<file path="src/rtl/branch_resolve.sv">
// Branch resolution: architectural {N,V,Z} flag register, condition evaluation
// with same-cycle flag forwarding, fetch redirect and a two-cycle flush sequence.
//
// state  | meaning
// -------+---------------------------------------------------------
// IDLE   | accepting branches and flag updates
// FLUSH1 | first squash cycle after a taken branch
// FLUSH2 | second squash cycle, returns to IDLE
module branch_resolve (
  input  logic        clk,
  input  logic        rst_n,
  input  logic        alu_valid,
  input  logic [3:0]  alu_op,
  input  logic [2:0]  alu_flags,
  input  logic        br_valid,
  output logic        br_ready,
  input  logic [2:0]  br_cond,
  input  logic [15:0] br_target,
  output logic [2:0]  flags_q,
  output logic        br_done,
  output logic        br_taken,
  output logic        redirect_valid,
  output logic [15:0] redirect_pc,
  output logic        flush,
  output logic [15:0] taken_cnt
);

  typedef enum logic [1:0] {
    IDLE   = 2'd0,
    FLUSH1 = 2'd1,
    FLUSH2 = 2'd2
  } state_t;

  localparam logic [3:0] OP_ADD = 4'b0000;
  localparam logic [3:0] OP_SUB = 4'b0010;
  localparam logic [3:0] OP_AND = 4'b0011;
  localparam logic [3:0] OP_NOR = 4'b0100;
  localparam logic [3:0] OP_SLL = 4'b0101;
  localparam logic [3:0] OP_SRL = 4'b0110;
  localparam logic [3:0] OP_SRA = 4'b0111;

  localparam logic [2:0] CC_NEQ   = 3'b000;
  localparam logic [2:0] CC_EQ    = 3'b001;
  localparam logic [2:0] CC_GT    = 3'b010;
  localparam logic [2:0] CC_LT    = 3'b011;
  localparam logic [2:0] CC_GTE   = 3'b100;
  localparam logic [2:0] CC_LTE   = 3'b101;
  localparam logic [2:0] CC_OVFL  = 3'b110;
  localparam logic [2:0] CC_UNCND = 3'b111;

  state_t     state, next_state;
  logic       accept;
  logic       flag_upd;
  logic [2:0] wr_mask;
  logic [2:0] flags_fwd;
  logic       cond_true;
  logic       resolve_taken;

  always_comb begin
    wr_mask = 3'b000;
    case (alu_op)
      OP_ADD, OP_SUB:                          wr_mask = 3'b111;
      OP_AND, OP_NOR, OP_SLL, OP_SRL, OP_SRA:  wr_mask = 3'b001;
      default:                                 wr_mask = 3'b000;
    endcase
  end

  // Bits the current opcode writes come straight from the ALU, the rest from flags_q.
  always_comb begin
    br_ready  = (state == IDLE);
    flush     = (state != IDLE);
    accept    = br_valid && br_ready;
    flag_upd  = alu_valid && (state == IDLE);
    flags_fwd = flag_upd ? ((alu_flags & wr_mask) | (flags_q & ~wr_mask)) : flags_q;
  end

  always_comb begin
    cond_true = 1'b0;
    case (br_cond)
      CC_NEQ:   cond_true = !flags_fwd[0];
      CC_EQ:    cond_true = flags_fwd[0];
      CC_GT:    cond_true = !flags_fwd[0] && !flags_fwd[2];
      CC_LT:    cond_true = flags_fwd[2];
      CC_GTE:   cond_true = flags_fwd[0] || !flags_fwd[2];
      CC_LTE:   cond_true = flags_fwd[2] || flags_fwd[0];
      CC_OVFL:  cond_true = flags_fwd[1];
      CC_UNCND: cond_true = 1'b1;
      default:  cond_true = 1'b0;
    endcase
    resolve_taken = accept && cond_true;
  end

  always_comb begin
    next_state = state;
    case (state)
      IDLE:    if (resolve_taken) next_state = FLUSH1;
      FLUSH1:  next_state = FLUSH2;
      FLUSH2:  next_state = IDLE;
      default: next_state = IDLE;
    endcase
  end

  always_ff @(posedge clk or negedge rst_n) begin
    if (!rst_n) state <= IDLE;
    else        state <= next_state;
  end

  always_ff @(posedge clk or negedge rst_n) begin
    if (!rst_n) begin
      flags_q        <= 3'b000;
      br_done        <= 1'b0;
      br_taken       <= 1'b0;
      redirect_valid <= 1'b0;
      redirect_pc    <= 16'h0000;
      taken_cnt      <= 16'h0000;
    end else begin
      br_done        <= accept;
      br_taken       <= resolve_taken;
      redirect_valid <= resolve_taken;
      if (flag_upd)
        flags_q <= flags_fwd;
      if (resolve_taken)
        redirect_pc <= br_target;
      if (resolve_taken && (taken_cnt != 16'hFFFF))
        taken_cnt <= taken_cnt + 16'd1;
    end
  end

endmodule
</file>
<file path="config.mk">
export PLATFORM = sky130hd
export DESIGN_NAME = branch_resolve
export DESIGN_NICKNAME = d
export VERILOG_FILES = /design/src/rtl/branch_resolve.sv
export SDC_FILE = /design/constraint.sdc
export NUM_CORES = 1
export LEC_CHECK = 0
export ABC_AREA = 1
export CAP_MARGIN = 20
export CORE_MARGIN = 4
export CORE_UTILIZATION = 46
export DETAILED_ROUTE_END_ITERATION = 12
export PLACE_DENSITY = 0.8
export SLEW_MARGIN = 20
export SYNTH_ARGS = -nofsm -noshare
export SYNTH_HDL_FRONTEND = slang
export SYNTH_SLANG_ARGS = --single-unit
</file>
<file path="constraint.sdc">
create_clock -name clk -period 2.2 [get_ports clk]
set_input_delay 0.44 -clock clk [delete_from_list [all_inputs] [get_ports clk]]
set_output_delay 0.44 -clock clk [all_outputs]
set_load 0.005 [all_outputs]
</file>
[Yosys cells after proc, flatten, opt, wreduce, memory -nomap -nowiden]
Index checks and enable logic that the tools add are counted.
Cells by class
  add/sub/neg operators: 1
  equal/unequal tests: 16
  muxes and demuxes: 5
  bitwise operators: 4
  reduce and logical (&&, ||, !) cells: 15
Operator list (number)
  16-bit by 1-bit adder with 16-bit output, second input constant: 1
  4-bit by 3-bit == test with 1-bit output, second input constant: 4
  16-bit != test, second input constant: 1
  3-bit == test, second input constant: 4
  4-bit by 2-bit == test with 1-bit output, second input constant: 2
  1-bit one-hot mux with 8 select lines: 1
  3-bit AND: 2
  3-bit by 2-bit == test with 1-bit output, second input constant: 2
  3-bit one-hot mux with 2 select lines: 1
  1-bit logical AND: 5
  5-bit OR reduction: 1
  4-bit logical NOT: 1
  2-bit one-hot mux with 2 select lines: 1
  3-bit by 1-bit == test with 1-bit output, second input constant: 1
  3-bit logical NOT: 1
  3-bit two-way mux: 1
  3-bit NOT: 1
  3-bit bitwise OR: 1
  2-bit by 1-bit == test with 1-bit output, second input constant: 1
  1-bit logical NOT: 2
  2-bit logical NOT: 1
  1-bit logical OR: 2
  2-bit two-way mux: 1
  2-bit by 1-bit != test with 1-bit output, second input constant: 1
  2 further kinds: 2
Word-level totals
  flip-flop bits (word level): 39
  word-level logic and storage cells: 47

[Longest topological paths before layout]
  word-level depth: 13
  gate-level depth with buffers: 15
  depth with buffers taken out: 14

[Worst setup path before layout]
OpenSTA, ideal clock, no wires.
  path kind: reg2reg
  from: reg taken_cnt[0]
  to: reg taken_cnt[10]
  setup time: 117 ps
  arrival time: 1635 ps
  path slack: 448 ps
  stages on the path, launching flop included: 10
  clock period less this slack: 1752 ps
  cell sequence: dfrtp_1 ha_1 nand3_1 nor2_1 nand2_1 nor2_1 nand2_1 clkbuf_1 nand4_1 nand2_1
On the way
  cells in the longest elaborated chain, start to end: 2
Ends and longest elaborated chain
  start, declared: line 25  | output logic [15:0] taken_cnt
  start signal, assigned: line 125  | taken_cnt <= taken_cnt + 16'd1;
  parallel branches: the longest is 2 deep, another holds 16-bit by 1-bit adder with 16-bit output
Several ways; the timed one is not identified.
A chain may end at the register's enable or synchronous reset.

[Worst setup path in the final report]
  from: in alu_op[2]
  to: reg taken_cnt[7]
On the way
  cells in the longest elaborated chain, start to end: 12
Ends and longest elaborated chain
  start, declared: line 13  | input logic [3:0] alu_op,
  4-bit by 2-bit == test with 1-bit output, or another cell as far along: line 61  | case (alu_op)
  5-bit OR reduction / 2-bit OR reduction (equally long branches): line 61
  3-bit one-hot mux with 2 select lines *: line 61
  3-bit NOT: line 74  | flags_fwd = flag_upd ? ((alu_flags & wr_mask) | (flags_q & ~wr_mask)) : flags_q;
  3-bit AND: line 74
  3-bit bitwise OR *: line 74
  3-bit two-way mux *: line 74
  1-bit logical NOT (on tied branches): line 82, 84, 80
  1-bit logical OR / 1-bit logical AND (equally long branches): line 84, 82
  1-bit one-hot mux with 8 select lines *: line 79  | case (br_cond)
  1-bit logical AND *: line 90  | resolve_taken = accept && cond_true;
  1-bit logical AND *: line 124  | if (resolve_taken && (taken_cnt != 16'hFFFF))
Mark *: on every way between the ends. The rest lies on a longest branch, timed or not.

==> impl_metrics.yaml <==
timing:
  post-route-period-util_pct: 89.00
  slew_headroom_pct: 41.85
  period_minus_slack_ps: 1958
  worstMarginPinSlew_ps: 872.3
  fmax_mhz: 510.7
  slew_violations: 0
  setup_violations: 0
  rsz0062_at_grt: "no"
  hold_violations: 0
  fin_skew_ps: 3.402
  setup_slack_ps: 241.9
place:
  hpwl_mm: 3.695
  place_ws_ps: -68.86
  routabilityCongestion: 0.8973
  portBuffers: 69
floorplan:
  die_h_um: 76.08
  core_area_sq_um: 4414
  io_pins: 70
  fp.dieW_um: 76.08
  rows: 24
  start_util_pct: 48.30
  die-area_sq_um: 5788
route:
  vias: 1956
  post-route-drc-count: 0
  wire_per_inst_um: 12.24
  drt_iter0_drc: 88
  first_pass_iters: 4
  drt_wl_total_mm: 4.894
  via_per_inst: 4.890
  ant_nets: 0
logic_synthesis:
  syn_avg_cell_area_sq_um: 7.867
  synth_cell_types: 24
  seq_area_frac_synth_pct: 45.77
  netlist_instances: 271
  yosysWarnings: 0
  synthesis.area_sq_um: 2132
  ys_ff_latch: 39
  ys_top_cells_by_area: "dfrtp_1, nand2_1, nand4_1, inv_1, nand2_2"
  syn_nets: 302
  synth_top_area_share_pct: 45.77
  synth_top_cell_by_area: "dfrtp_1"
layout:
  area_growth_pct: 41.20
  fillerInstances: 377
  final_cell_mix: "nand2_1, clkdlybuf4s50_1, dfrtp_1"
  layout_commonest_cell: "nand2_1"
  drive_gt1_share_pct: 11.78
  fin_nets: 379
  antennaDiodeCount: 0
grt:
  first_global_vias: 2000
  grt_pass1_wl_mm: 8.825
  antenna_found_initial: 0
  grt_max_degree: 40
  track_usage_pct: 17.94
  grt-ovfl-total: 0
clocking:
  h-tree-depth: 2
  cts_max_path_buffers: 2
  root_buffer: "clkbuf_8"
  cts_setup_buffers: 0
  cts_tree: "done"
  cts_hold_buf: 0
  clock_sink_count: 39
  clk-insertion-delay-late_ps: 290
  cts_resized: 0
  cts_buffers: 5
  path_clk_slew_ps: 80
worst_setup_path:
  crit_fanout: 10
  cp.arrival_ps: 2140
  endpoint_kind: "register"
  cp-start-kind: "input port"
  crit_type: "in2reg"
  cp.required_ps: 2380
power_and_ir_drop:
  p_sw_share_pct: 31.69
  ir_drop_mv: 0.5840
  p_switching_mw: 0.8844
  seqPwrFrac_pct: 39.4
  total_power_mw: 2.790
  power_density_nw_per_um2: 926.9
  combinationalPowerShare_pct: 39.7
  p_int_mw: 1.906
  p_clk_share_pct: 20.9
  p_leak_nw: 1.473
run:
  cap_violations: 0
status:
  status: "complete, no violations"
worst_hold_path:
  hp-class: "in2async"
-- path summary, 6_finish.rpt --
path	startpoint	to	slack (ps)	depth (start not counted)
max	alu_op[2]	taken_cnt[7]	240	14
min	rst_n	taken_cnt[9]	260	1
max reg2reg	taken_cnt[0]	taken_cnt[11]	380	10
min reg2reg	redirect_pc[2]	redirect_pc[2]	480	2
max in group asynchronous	rst_n	redirect_pc[0]	1390	1
min in group clk	redirect_pc[2]	redirect_pc[2]	480	2
-- layer usage --
layer  up-vias  global-route usage (%)  share of wire, %
met4         0                   5.769              0.90
met3         5                   4.137               5.1
met5         -                       0                 0
met2        43                   30.99                51
li1       1005                       -                 -
met1       903                   21.98                43
-- power by group through the flow --
stage                     Combinational, mW  Sequential [mW]  Clock [mW]
final                                  1.11             1.10       0.582
after global routing                   1.23             1.14       0.623
after global placement                 1.10             1.10           0
after floorplan                       0.468             1.11           0
after detailed placement               1.12             1.10           0
after CTS                              1.13             1.10       0.597
-- flip-flops by register name (all words and copies together), names as in the netlist --
name	cells
taken_cnt	16
flags_q	3
redirect_pc	16
br_done	1
state	2
redirect_valid	1
-- critical path, stage by stage --
cell and delay, ps:
clkdlybuf4s50_1 430, inv_1 80, nand2_1 50, nor2_1 170, nand3_1 180, nand3_1 130, nand2_1 50, nand2_1 70
nand2_2 60, nand3_4 110, buf_4 190, nand3_1 80, nand2_1 60, nand2_1 40
-- stage by stage --
step | cells | hold WS (ps) | cell area (sq um) | TNS [ps] | utilization [%]
6_report | 400 | 263.3 | 3010 | 0 | 68.20
5_1_grt | 400 | 341.2 | 3010 | 0 | 68.20
4_1_cts | 400 | 293.4 | 3010 | 0 | 68.20
3_5_place_dp | 393 | 469.0 | 2904 | -1314 | 65.79
3_3_place_gp | 393 | 461.5 | 2904 | 0 | 65.79
2_1_floorplan | 271 | 144.4 | 2132 | 0 | -
-- kinds of logic after synthesis --
family	count (synthesis)	synth area share (%)
and+or+nand+nor	179	39.61
DFF	39	45.77
adders and majority gates	1	0.5868
buffers and inverters	37	7.922
xor gates and xnor gates	13	5.340
AOI/OAI and AO/OA	2	0.7626
-- cell usage after synthesis, drive strengths merged --
cell,instances
clkinv,1
xnor2,5
buf,6
dfrtp,39
inv,29
nand4,17
nor3,6
nand3,21
nor2,21
ha,1
xor2,8
o21bai,1
nand2,114
o21ai,1
clkbuf,1
-- layout make-up --
type	instances	area, sq um	share of cell area (%)
multi-input combinational	195	987.2	32.79
sequential	39	975.9	32.42
timing repair buffer	77	758.2	25.19
inverter	30	117.6	3.907
clock buffer	5	68.82	2.286
tap	52	65.06	2.161
clock inverter	2	37.54	1.247
No activity file was read; power rests on OpenSTA's default activity.
==> variant 1: new RTL, config.mk and constraints unchanged <==
Add an input register stage for `br_target`, cleared by the reset; this delays it by one clock. The other inputs are not delayed to match.
--- a/src/rtl/branch_resolve.sv
+++ b/src/rtl/branch_resolve.sv
@@ -49,2 +49,12 @@
   localparam logic [2:0] CC_UNCND = 3'b111;
+
+  logic [15:0] br_target_q;
+
+  always_ff @(posedge clk or negedge rst_n) begin
+    if (!rst_n) begin
+      br_target_q <= '0;
+    end else begin
+      br_target_q <= br_target;
+    end
+  end
 
@@ -122,3 +132,3 @@
       if (resolve_taken)
-        redirect_pc <= br_target;
+        redirect_pc <= br_target_q;
       if (resolve_taken && (taken_cnt != 16'hFFFF))
Function: changed (Yosys sat finds a counterexample within 4 cycles, from zero or initial values and one cycle with rst_n low).
==> variant 1 against the unedited design <==
Final area up 12%; sequential cell count grew 16; final cell count up 7.0%; synthesized area increased by 15%; worst setup slack improved by 0.0060 ns; global-route usage shrank 1.3 points; total power is 9.6% higher; routed wire length is 1.8% higher; critical path depth down 1; critical path type unchanged; largest cell class is now flip-flops and latches; largest power group is now sequential cells.
==> variant 1: results (changes against the unedited design) <==
| Metric | Value |
|---|---|
| ANT cells | 0 (unchanged) |
| Pre-CTS WS | -0.0659 ns (+0.00295 ns) |
| Fill cells | 444 (+18%) |
| Clk Latency, worst-skew pair | 0.30 ns |
| Final WL | 4.98 mm (+1.8%) |
| Crit path max-delay cell type | clkdlybuf4s50_1 |
| Vias in the first global route | 2,010 (+0.50%) |
| Crit-path max cell delay | 0.50 ns (+0.07 ns) |
| Worst-Margin Slew | 0.472 ns (-0.400 ns) |
| Commonest cells post-synth | nand2_1, dfrtp_1, inv_1 |
| Count of different cell masters after synthesis | 26 (+8.3%) |
| CTS root buf | clkbuf_8 |
| Worst vdd ir | 0.000571 V (-2.2%) |
| Detailed Place HPWL | 3.90 mm (+5.4%) |
| Share of layout cells above drive strength 1 | 8.94% (-2.8 points) |
| FF-to-FF path depth | 9 (-1) |
| GR Util met2 | 31.1% (+0.12 points) |
| Grt met3 use | 3.10% (-1.0 points) |
| Worst R2R End | taken_cnt[7] |
| CTS buffer count | 5 (unchanged) |
| First-pass GRT wire length | 8.64 mm (-2.1%) |
| Met1 Usage GRT | 19.9% (-2.0 points) |
| Mapped Nets | 309 (+2.3%) |
| CP Max Fanout | 17 (+7) |
| Status | completed |
| Final Skew | 0.00549 ns (+0.00209 ns) |
| Power of the combinational group | 1.09 mW |
| Largest net degree at the start of global routing | 25 (-38%) |
| Sequential share of the synthesized area | 56.3% (+10 points) |
| Gpl congestion | 0.858 (-4.4%) |
| Detailed Route Iter0 Violations | 86 (-2.3%) |
| Largest registers | br_target_q x16, redirect_pc x16, taken_cnt x16 |
| Nets@finish | 388 (+2.4%) |
| R2r setup slk | 0.33 ns (-0.05 ns) |
| Leakage | 1.65 nW (+12%) |
| GRT Total Usage | 16.6% (-1.3 points) |
| Worst-path clk slew | 0.10 ns (+0.02 ns) |
| Via density | 4.65 (-5.0%) |
| Initial antenna violation count | 0 (unchanged) |
| P_clk | 548 uW (-5.8%) |
| Cell Area, Placed | 3270 sq um (+13%) |
## variant 1: cells by family (layout without fill, tap and decap cells)
kind of cell	Yosys count	count (layout)	synth area share (%)
AOI/OAI and AO/OA	3	3	0.869
xor gates and xnor gates	13	13	4.65
adders and majority gates	1	1	0.511
buffers and inverters	32	112	5.93
DFF	55	55	56.3
and+or+nand+nor	174	174	31.8
## variant 1: area by class of cell
class / instances / area share [%]
flip-flops and latches: 55 / 41.0
well taps: 70 / 2.61
inverters: 25 / 2.87
clock inverters: 2 / 0.484
repair buffers: 79 / 23.4
clock buffers: 6 / 2.16
multi-input cells: 191 / 27.5
## variant 1: how the worst max path moves through the flow
stage                     slack [ns]              end  cells after the start       from
final                           0.25    taken_cnt[12]                     13  alu_op[0]
after global routing            0.08    taken_cnt[12]                     13  alu_op[0]
after CTS                       0.25    taken_cnt[12]                     13  alu_op[0]
after detailed placement       -0.07    taken_cnt[12]                     13  alu_op[0]
after global placement          0.02    taken_cnt[12]                     14  alu_op[3]
after floorplan                 0.47  redirect_pc[10]                     13  alu_op[2]
## variant 1: through the flow
| step | hold WS, ns | instances | TNS [ns] | util (%) | power [mW] |
|---|---|---|---|---|---|
| floorplan | 0.144 | 278 | 0 | - | 1.86 |
| CTS | 0.0925 | 428 | 0 | 65.4 | 3.10 |
| global route | 0.114 | 428 | 0 | 65.4 | 3.29 |
| detailed placement | 0.425 | 420 | -0.352 | 63.6 | 2.54 |
| finish | 0.0841 | 428 | 0 | 65.4 | 3.06 |
| global placement | 0.420 | 420 | 0 | 63.6 | 2.50 |
## variant 1: metal layers
metal	wire, microns	vias up	share of wire, %
met3	221	4	4.4
met4	17	0	0.34
met2	2580	45	52
met1	2160	911	43
li1	-	1029	-
met5	0	-	0
==> variant 2: new RTL, same settings <==
Made on the original files. Register the output `redirect_pc` once more, without a reset; this adds one clock of latency there. The other outputs are not delayed to match.
--- a/src/rtl/branch_resolve.sv
+++ b/src/rtl/branch_resolve.sv
@@ -49,2 +49,4 @@
   localparam logic [2:0] CC_UNCND = 3'b111;
+
+  logic [15:0] redirect_pc_s0;
 
@@ -113,3 +115,3 @@
       redirect_valid <= 1'b0;
-      redirect_pc    <= 16'h0000;
+      redirect_pc_s0 <= 16'h0000;
       taken_cnt      <= 16'h0000;
@@ -122,3 +124,3 @@
       if (resolve_taken)
-        redirect_pc <= br_target;
+        redirect_pc_s0 <= br_target;
       if (resolve_taken && (taken_cnt != 16'hFFFF))
@@ -128,2 +130,6 @@
 
+  always_ff @(posedge clk) begin
+    redirect_pc <= redirect_pc_s0;
+  end
+
 endmodule
Behaviour: not the same (a bounded check fails within 4 cycles, from zero or initial values and one cycle with rst_n low).
==> variant 2 against the unedited design <==
Synthesized area up 15%; final area up 12%; final cell count up 9.3%; non-clock buffer count up 2; worst setup slack worse by 0.00096 ns; routed wire length up 5.9%; sequential cell count up 16; total power up 17%; critical path depth down 2; critical path type unchanged; critical endpoint is now taken_cnt[12]; largest cell class is now flip-flops and latches; largest power group is now sequential cells; highest routed layer unchanged.
==> variant 2: results (changes against the unedited design) <==
| Metric | Value |
|---|---|
| Status | completed |
| Count of different cell masters after synthesis | 25 (+4.2%) |
| CP Max Fanout | 9 (-1) |
| Nets@finish | 397 (+4.7%) |
| Initial antenna violation count | 0 (unchanged) |
| Cell Area, Placed | 3290 sq um (+13%) |
| WP data arrival | 2.16 ns (+0.02 ns) |
| Cells after DPL | 429 (+9.2%) |
| Sequential share of the synthesized area | 52.9% (+7.1 points) |
| Hold WS | 0.0845 ns (-0.179 ns) |
| Commonest cells post-synth | nand2_1, dfrtp_1, inv_1 |
| Mux cell area share after synthesis | 0% (unchanged) |
| Post-Synth XOR/XNOR Area | 4.64% (-0.70 points) |
| Met1 Usage GRT | 19.7% (-2.3 points) |
| Share of layout cells above drive strength 1 | 11.7% (-0.065 points) |
| Post-Synth Adder-Cell Area | 0.510% (-0.077 points) |
| First-pass GRT wire length | 9.05 mm (+2.6%) |
| Largest net degree at the start of global routing | 40 (unchanged) |
| GRT Total Usage | 17.6% (-0.33 points) |
| Leakage | 1.62 nW (+9.9%) |
| WL met1 | 2.14 mm (+2.1%) |
| FF-to-FF path depth | 12 (+2) |
| Grt met3 use | 3.44% (-0.70 points) |
| Final Skew | 0.00374 ns (+0.000342 ns) |
| Routed len/inst | 11.9 microns (-3.1%) |
| Met2 wire len | 2.69 mm (+7.5%) |
| Worst-path clk slew | 0.10 ns (+0.02 ns) |
| Detailed Route Iter0 Violations | 97 (+10%) |
| Largest cells by area after synthesis | dfrtp_1, nand2_1, dfxtp_1, nand4_1, inv_1 |
| Largest registers | redirect_pc x16, redirect_pc_s0 x16, taken_cnt x16 |
| ANT cells | 0 (unchanged) |
| Pre-CTS WS | -0.0628 ns (+0.00607 ns) |
| Mapped Nets | 318 (+5.3%) |
| Detailed Place HPWL | 3.96 mm (+7.0%) |
| Post-synth ARST share | 70.9% (-29 points) |
| Crit path max-delay cell type | clkdlybuf4s50_1 |
| Complex-gate fraction of the synthesized area | 0.663% (-0.10 points) |
| Met3 WL | 268 microns (+7.2%) |
| CTS resizes | 0 (unchanged) |
| Worst-Margin Slew | 0.344 ns (-0.529 ns) |
| Via density | 4.71 (-3.6%) |
| R2r startpoint | taken_cnt[0] |
| Average cell area after synthesis | 8.54 sq um (+8.6%) |
| Crit path capture | taken_cnt[12] |
| Post-layout min period | 1.96 ns (+0.000959 ns) |
| Worst vdd ir | 0.000632 V (+8.2%) |
| H-Tree Level Count | 2 (unchanged) |
| Worst R2R End | taken_cnt[7] |
| PortBufs | 69 (unchanged) |
| Routed vias | 2,060 (+5.3%) |
| R2r setup slk | 0.33 ns (-0.05 ns) |
| Gpl congestion | 0.893 (-0.46%) |
| GR Util met2 | 32.3% (+1.4 points) |
variant 2: cell types whose count changed in the layout (fill, tap and decap cells not counted):
| cell | before | now |
|---|---|---|
| buf_12 | 1 | 3 |
| inv_6 | 1 | 2 |
| bufinv_16 | 1 | 0 |
| clkbuf_1 | 0 | 1 |
| dfxtp_1 | 0 | 16 |
variant 2: where the power goes:
| part | total [mW] | switching (mW) | leakage, nW | internal (mW) |
|---|---|---|---|---|
| logic | 1.12 | 0.479 | 0.938 | 0.645 |
| registers | 1.57 | 0.196 | 0.639 | 1.38 |
| clock network | 0.554 | 0.325 | 0.0418 | 0.229 |
| total | 3.25 | 0.999 | 1.62 | 2.25 |
variant 2: final cells by class:
| type | count | area (sq um) |
|---|---|---|
| Tap cell | 70 | 87.6 |
| Timing Repair Buffer | 79 | 798 |
| Clock inverter | 2 | 16.3 |
| Clock buffer | 6 | 72.6 |
| Multi-Input combinational cell | 195 | 987 |
| Fill cell | 423 | 1760 |
| Sequential cell | 55 | 1300 |
| Inverter | 30 | 118 |
